`config.mk`:
```
export PLATFORM = sky130hd
export DESIGN_NAME = piso_tx
export DESIGN_NICKNAME = d
export VERILOG_FILES = /design/src/rtl/piso_pkg.sv /design/src/rtl/piso_tx.sv
export SDC_FILE = /design/constraint.sdc
export NUM_CORES = 1
export LEC_CHECK = 0
export BUFFER_PORTS_ARGS = -buffer_cell sky130_fd_sc_hd__buf_2
export CORE_MARGIN = 3
export CORE_UTILIZATION = 25
export CTS_CLUSTER_SIZE = 24
export DETAILED_ROUTE_END_ITERATION = 6
export SLEW_MARGIN = 20
export SYNTH_ARGS = -nofsm -noshare
export SYNTH_HDL_FRONTEND = slang
export SYNTH_SLANG_ARGS = --single-unit
```
`constraint.sdc`:
```
create_clock -name clk -period 2.8 [get_ports clk]
set_clock_uncertainty 0.1 [all_clocks]
set_input_delay 0.42 -clock clk [delete_from_list [all_inputs] [get_ports clk]]
set_output_delay 0.42 -clock clk [all_outputs]
set_load 0.02 [all_outputs]
```
`src/rtl/piso_pkg.sv`:
```
// Shared types and constants for the parallel-in / serial-out transmitter.
// The state enum and bit-order selectors are used by piso_tx and its users.
package piso_pkg;

  typedef enum logic {
    IDLE  = 1'b0,
    SHIFT = 1'b1
  } state_t;

  localparam int SHIFT_LSB_FIRST = 0;
  localparam int SHIFT_MSB_FIRST = 1;

endpackage

```
`src/rtl/piso_tx.sv`:
```
// Serializes SIZE-bit words onto a single bit stream with a one-word holding
// register, downstream hold, and a registered done pulse per completed word.
module piso_tx
  import piso_pkg::*;
#(
  parameter int SIZE      = 8,
  parameter int SHIFT_DIR = SHIFT_LSB_FIRST
) (
  input  logic            clk,
  input  logic            reset,
  input  logic [SIZE-1:0] data_in,
  input  logic            in_valid,
  output logic            in_ready,
  input  logic            hold,
  output logic            out,
  output logic            out_valid,
  output logic            done,
  output logic            busy
);

  localparam int            CW   = $clog2(SIZE);
  localparam logic [CW-1:0] LAST = CW'(SIZE - 1);

  state_t          r_state;
  logic [SIZE-1:0] r_shifter;
  logic [SIZE-1:0] r_hold_reg;
  logic            r_pending_valid;
  logic [CW-1:0]   r_bit_count;
  logic            r_done;

  state_t          w_state_nxt;
  logic [SIZE-1:0] w_shifter_nxt;
  logic [SIZE-1:0] w_hold_reg_nxt;
  logic            w_pending_nxt;
  logic [CW-1:0]   w_bit_count_nxt;
  logic            w_done_nxt;

  logic            w_accept;
  logic            w_word_end;
  logic [CW-1:0]   w_bit_idx;

  assign in_ready   = ~r_pending_valid;
  assign w_accept   = in_valid & in_ready;
  assign out_valid  = (r_state == SHIFT) & ~hold;
  assign w_word_end = out_valid & (r_bit_count == LAST);
  assign busy       = (r_state == SHIFT);
  assign done       = r_done;

  // The shifter is held still and indexed, so hold freezes out for free.
  assign w_bit_idx = (SHIFT_DIR == SHIFT_MSB_FIRST) ? (LAST - r_bit_count) : r_bit_count;
  assign out       = r_shifter[w_bit_idx];

  always_comb begin
    // NOTE: every next-value gets a default first so no path leaves it
    // unassigned; otherwise synthesis infers a latch.
    w_state_nxt     = r_state;
    w_shifter_nxt   = r_shifter;
    w_hold_reg_nxt  = r_hold_reg;
    w_pending_nxt   = r_pending_valid;
    w_bit_count_nxt = r_bit_count;
    w_done_nxt      = 1'b0;

    unique case (r_state)
      IDLE: begin
        if (w_accept) begin
          w_shifter_nxt   = data_in;
          w_bit_count_nxt = '0;
          w_state_nxt     = SHIFT;
        end
      end

      SHIFT: begin
        if (w_word_end) begin
          w_done_nxt      = 1'b1;
          w_bit_count_nxt = '0;
          // in_ready is low while pending, so both branches cannot accept at once.
          if (r_pending_valid) begin
            w_shifter_nxt = r_hold_reg;
            w_pending_nxt = 1'b0;
          end else if (w_accept) begin
            w_shifter_nxt = data_in;
          end else begin
            w_state_nxt = IDLE;
          end
        end else begin
          if (out_valid) begin
            w_bit_count_nxt = r_bit_count + CW'(1);
          end
          if (w_accept) begin
            w_hold_reg_nxt = data_in;
            w_pending_nxt  = 1'b1;
          end
        end
      end
    endcase
  end

  always_ff @(posedge clk or posedge reset) begin
    if (reset) begin
      r_state         <= IDLE;
      r_shifter       <= '0;
      r_hold_reg      <= '0;
      r_pending_valid <= 1'b0;
      r_bit_count     <= '0;
      r_done          <= 1'b0;
    end else begin
      // NOTE: non-blocking assignments so every register samples the
      // pre-edge values, independent of statement order.
      r_state         <= w_state_nxt;
      r_shifter       <= w_shifter_nxt;
      r_hold_reg      <= w_hold_reg_nxt;
      r_pending_valid <= w_pending_nxt;
      r_bit_count     <= w_bit_count_nxt;
      r_done          <= w_done_nxt;
    end
  end

endmodule

```
Word-level counts from Yosys, hierarchy flattened
Cells that the tools add are included.
Widths: inputs -> output; s select.
- register bits after elaboration: 22
- input port bits: 12
- $add $sub $neg: 1
- $lt $le $gt $ge: 1
- eq/ne operators: 4
- muxes and demuxes: 18
- bitwise operators: 7
- reduce and logical (&&, ||, !) cells: 4
- operators with widths (cell ; count):
    $mux 8 ; 3
    $pmux 8 s2 ; 1
    $mux 3 ; 3
    $mux 1 ; 8
    $pmux 3 s2 ; 1
    $lt 3x4->1 const B ; 1
    $not 1->1 ; 4
    $reduce_and 2->1 ; 2
    $add 3x1->3 const B ; 1
    $and 1x1->1 ; 3
    $bmux 1 s3 ; 1
    $eq 3x3->1 const B ; 1
    $ne 3x2->1 const B ; 1
    $reduce_and 3->1 ; 1
    $ne 2x1->1 const B ; 1
    $ne 2x2->1 const B ; 1
    $pmux 1 s2 ; 1
    $reduce_bool 2->1 ; 1

Logic depth before layout (Yosys ltp)
- word-level depth: 6
- gate-level depth with buffers: 5
- gate-level depth less buffers: 5

Least setup slack after synthesis
Ideal clock, no wire load.
- kind: register -> output
- start: register r_bit_count[0]
- end: output port out
- data arrival time: 1.264 ns
- data required time: 2.280 ns
- path slack: 1.016 ns
- cell stages (with the launch flop): 3
- path buffers: 0
- cells stage by stage: dfrtp_1 > mux4_1 > mux2_2
- longest elaborated chain between the ends: 2
- RTL lines (what ; line ; RTL):
    from (decl) ; piso_tx.sv:28 ; logic [CW-1:0] r_bit_count;
    from (signal assigned) ; piso_tx.sv:113 ; r_bit_count <= w_bit_count_nxt;
    $bmux 1 s3 ; piso_tx.sv:51 ; assign out = r_shifter[w_bit_idx];
    $mux 1 (not written as such) ; piso_tx.sv:51 ;
    to (decl) ; piso_tx.sv:15 ; output logic out,
Every way passes these cells. The select of a mux whose other input is x is not followed.

Worst setup path in the final report
Same ends and word-level chain as after synthesis.

==> summary.md <==
| Metric | Value |
|---|---|
| Path type of the worst min-delay path | `in -> async` |
| Clock transition at path regs | `roughly 0.080 ns` |
| Combined global-route utilization of all metal layers | `under 10%` |
| Portion of the post-synthesis area used by sequential elements | `roughly 55%` |
| Placer Congestion | `slightly above 0.8` |
| Global-route wire length before repair | `3.62 mm` |
| Post-synthesis area per instance | `around 13 um2` |
| Deepest level of the CTS H-tree | `1` |
| Largest cells by area after synthesis | `sky130_fd_sc_hd__dfrtp_1 55%, sky130_fd_sc_hd__mux2_2 10%, sky130_fd_sc_hd__a2bb2oi_1 6.1%` |
| Warning count from the yosys run | `0` |
| Detailed router's first-iteration violation count | `15` |
| Detail-routed net length per standard cell | `roughly 15 um` |
| Drt pass-1 iters | `4` |
| Number of cells produced by synthesis | `between 70 and 80` |
| Async S/R FF share, synth | `between 90% and 100%` |
| Number of port buffers | `16` |
| Routed vias/inst | `between 4 and 5` |
| Area leader, netlist | `sky130_fd_sc_hd__dfrtp_1` |
| Die X | `just under 70 um` |
| Delay of the slowest critical-path stage | `around 0.58 ns` |
| RSZ-0062 raised after global routing | `false` |
| Number of antenna violations at the first check in global routing | `0` |
| Critical path class | `reg -> out` |
| Final clock period utilization by the worst path | `~80%` |
| Master of the slowest instance on the critical path | `sky130_fd_sc_hd__mux4_1` |
| Worst-Margin Slew | `0.836 ns` |
| CTS tree | `built` |
| Number of nets in the layout | `around 110` |
| Skew-Pair Late Insertion Delay | `roughly 0.26 ns` |
| Pin count of the biggest net entering global routing | `23` |
| Hold_buf cts | `0` |
| Fraction of layout instances using a drive strength above 1 | `between 30% and 40%` |
| Global-route congestion overflow total | `0` |
| Final count of pins violating max slew | `0` |
| Core region area | `3770 um2` |
| Number of antenna diodes | `0` |
| Number of distinct standard cells referenced by the synthesized netlist | `24` |
| Minimum period implied by the final worst setup slack | `between 2 and 2.5 ns` |
| Series of cell instances along the critical path | `mux4_1, mux2_2, buf_2` |
| Post-route total power | `roughly 1.2 mW` |
| Portion of synthesized cell area occupied by the leading cell type | `54.9%` |
| Post-synthesis cell area | `approximately 1000 um2` |
| Detail Route Antenna Nets | `0` |
| Power Density | `1040 nW/um2` |
| Area Growth Syn to Fin | `18.2%` |
| Fin. Hold Viols | `0` |
| Worst Setup End Kind | `output port` |
| Outcome | `complete, no violations` |
| Total setup violations reported at the end of the flow | `0` |
| Routed Wire Length | `around 2.1 mm` |
| Area after DPL | `roughly 1100 um2` |
| Number of buffers on the longest clock path | `2` |
| Number of enable flip-flop cells after synthesis | `0` |
| Vias | `696` |
| Via count of the first global-routing pass | `764` |
| Data required, critical path | `2.28 ns` |
| Top_reg_cell synth | `sky130_fd_sc_hd__dfrtp_1` |
| Buffer count from post-CTS setup fixing | `0` |
| Worst slew margin relative to its limit | `44.2%` |
| Top cells by instance count after synthesis | `22 x sky130_fd_sc_hd__dfrtp_1, 9 x sky130_fd_sc_hd__mux2_2, 8 x sky130_fd_sc_hd__o22ai_1, 7 x sky130_fd_sc_hd__a2bb2oi_1` |
| Peak VDD IR | `between 500 and 600 uV` |
| Hpwl dp | `about 1.5 mm` |
| Post-layout utilization of the core | `approximately a third` |
| Register bit total from synthesis | `22` |
| Max capacitance violation total | `0` |
| Clk Tree Root Cell | `sky130_fd_sc_hd__clkbuf_8` |
| Number of sinks handled by clock tree synthesis | `22` |
| Post-cts gate resize count | `0` |
| Leakage | `0.534 nW` |
| Total Neg Setup Slack | `0 ns` |
| Most repeated cell in the gate-level netlist after synthesis | `sky130_fd_sc_hd__dfrtp_1` |
| Post-synthesis net count | `89` |
| Maximum operating frequency | `between 0.4 and 0.5 GHz` |
| Num CTS Buffers | `3` |
| Highest net fanout along the worst path | `5` |
| Starting density of the core | `about a quarter` |
| DIE HEIGHT | `between 60 and 70 um` |
| Number of placed I/O pins | `17` |
| Drt drc | `0` |
| Cell area after layout | `between 1000 and 1500 um2` |
| Count of standard-cell rows | `22` |
| Die footprint | `4800 um2` |
| Arrival time of data at the critical path endpoint | `roughly 1.7 ns` |
| Startpoint Class | `flop` |
## cell usage in the layout (no fill, tap or decap), types with 2 or more instances in the layout
cell type	instances
sky130_fd_sc_hd__a2bb2oi_1	7
sky130_fd_sc_hd__buf_2	16
sky130_fd_sc_hd__clkbuf_8	4
sky130_fd_sc_hd__dfrtp_1	22
sky130_fd_sc_hd__ha_1	2
sky130_fd_sc_hd__inv_1	3
sky130_fd_sc_hd__mux2_2	9
sky130_fd_sc_hd__mux4_1	2
sky130_fd_sc_hd__nand2_1	3
sky130_fd_sc_hd__nand2b_1	2
sky130_fd_sc_hd__o21ai_0	3
sky130_fd_sc_hd__o22ai_1	8
## report_power, final
group	switching [mW]	internal, mW
Combinational	0.214	0.244
Clock	0.0968	0.125
Sequential	0.0910	0.463
Total	0.402	0.832
## logic make-up (layout without fill, tap and decap cells)
family | Yosys count | in the layout | share of synthesized area [%]
AOI/OAI and AO/OA | 23 | 23 | 16.9
adders and majority gates | 2 | 2 | 2.50
buffers and inverters | 5 | 23 | 2.37
DFF | 22 | 22 | 54.9
muxes | 12 | 12 | 16.4
and+or+nand+nor | 11 | 11 | 6.99
## metal layers
layer	GRT usage, %	vias up	wire length [um]
met3	2.03	0	94
met2	15.7	22	1050
met1	11.9	350	948
li1	-	324	-
met5	0	-	0
met4	2.60	0	0
## cell type report
type | count | area [um2]
Inverter | 3 | 11.3
Timing Repair Buffer | 16 | 80.1
Fill cell | 398 | 2590
Clock buffer | 4 | 55.1
Multi-Input combinational cell | 48 | 428
Sequential cell | 22 | 551
Tap cell | 48 | 60.1
## critical path, delay by kind of cell, from the launching register on
kind | cells | cell delay, ns
mux | 2 | 0.86
flops | 1 | 0.45
buf+inv | 1 | 0.16
## final timing paths
path | endpoint | cells past startpoint | startpoint | slack, ns
worst min register to register | r_hold_reg[5] | 1 | r_hold_reg[5] | 0.41
worst max register to register | r_hold_reg[3] | 5 | r_bit_count[0] | 0.88
min in group clk | r_hold_reg[0] | 2 | data_in[0] | 0.31
worst max-delay path | out | 3 | r_bit_count[0] | 0.56
max in group asynchronous | r_bit_count[2] | 2 | reset | 1.86
worst min-delay path | r_hold_reg[2] | 2 | reset | 0.22
## through the flow
| step | setup slack (ns) | hold WS [ns] | instances |
|---|---|---|---|
| 3_3_place_gp | 0.882 | 0.388 | 137 |
| 2_1_floorplan | 1.02 | 0.309 | 75 |
| 4_1_cts | 0.555 | 0.243 | 141 |
| 3_5_place_dp | 0.836 | 0.395 | 137 |
| 5_1_grt | 0.496 | 0.293 | 141 |
| 6_report | 0.563 | 0.218 | 141 |
No activity file was read; power rests on OpenSTA's default activity.
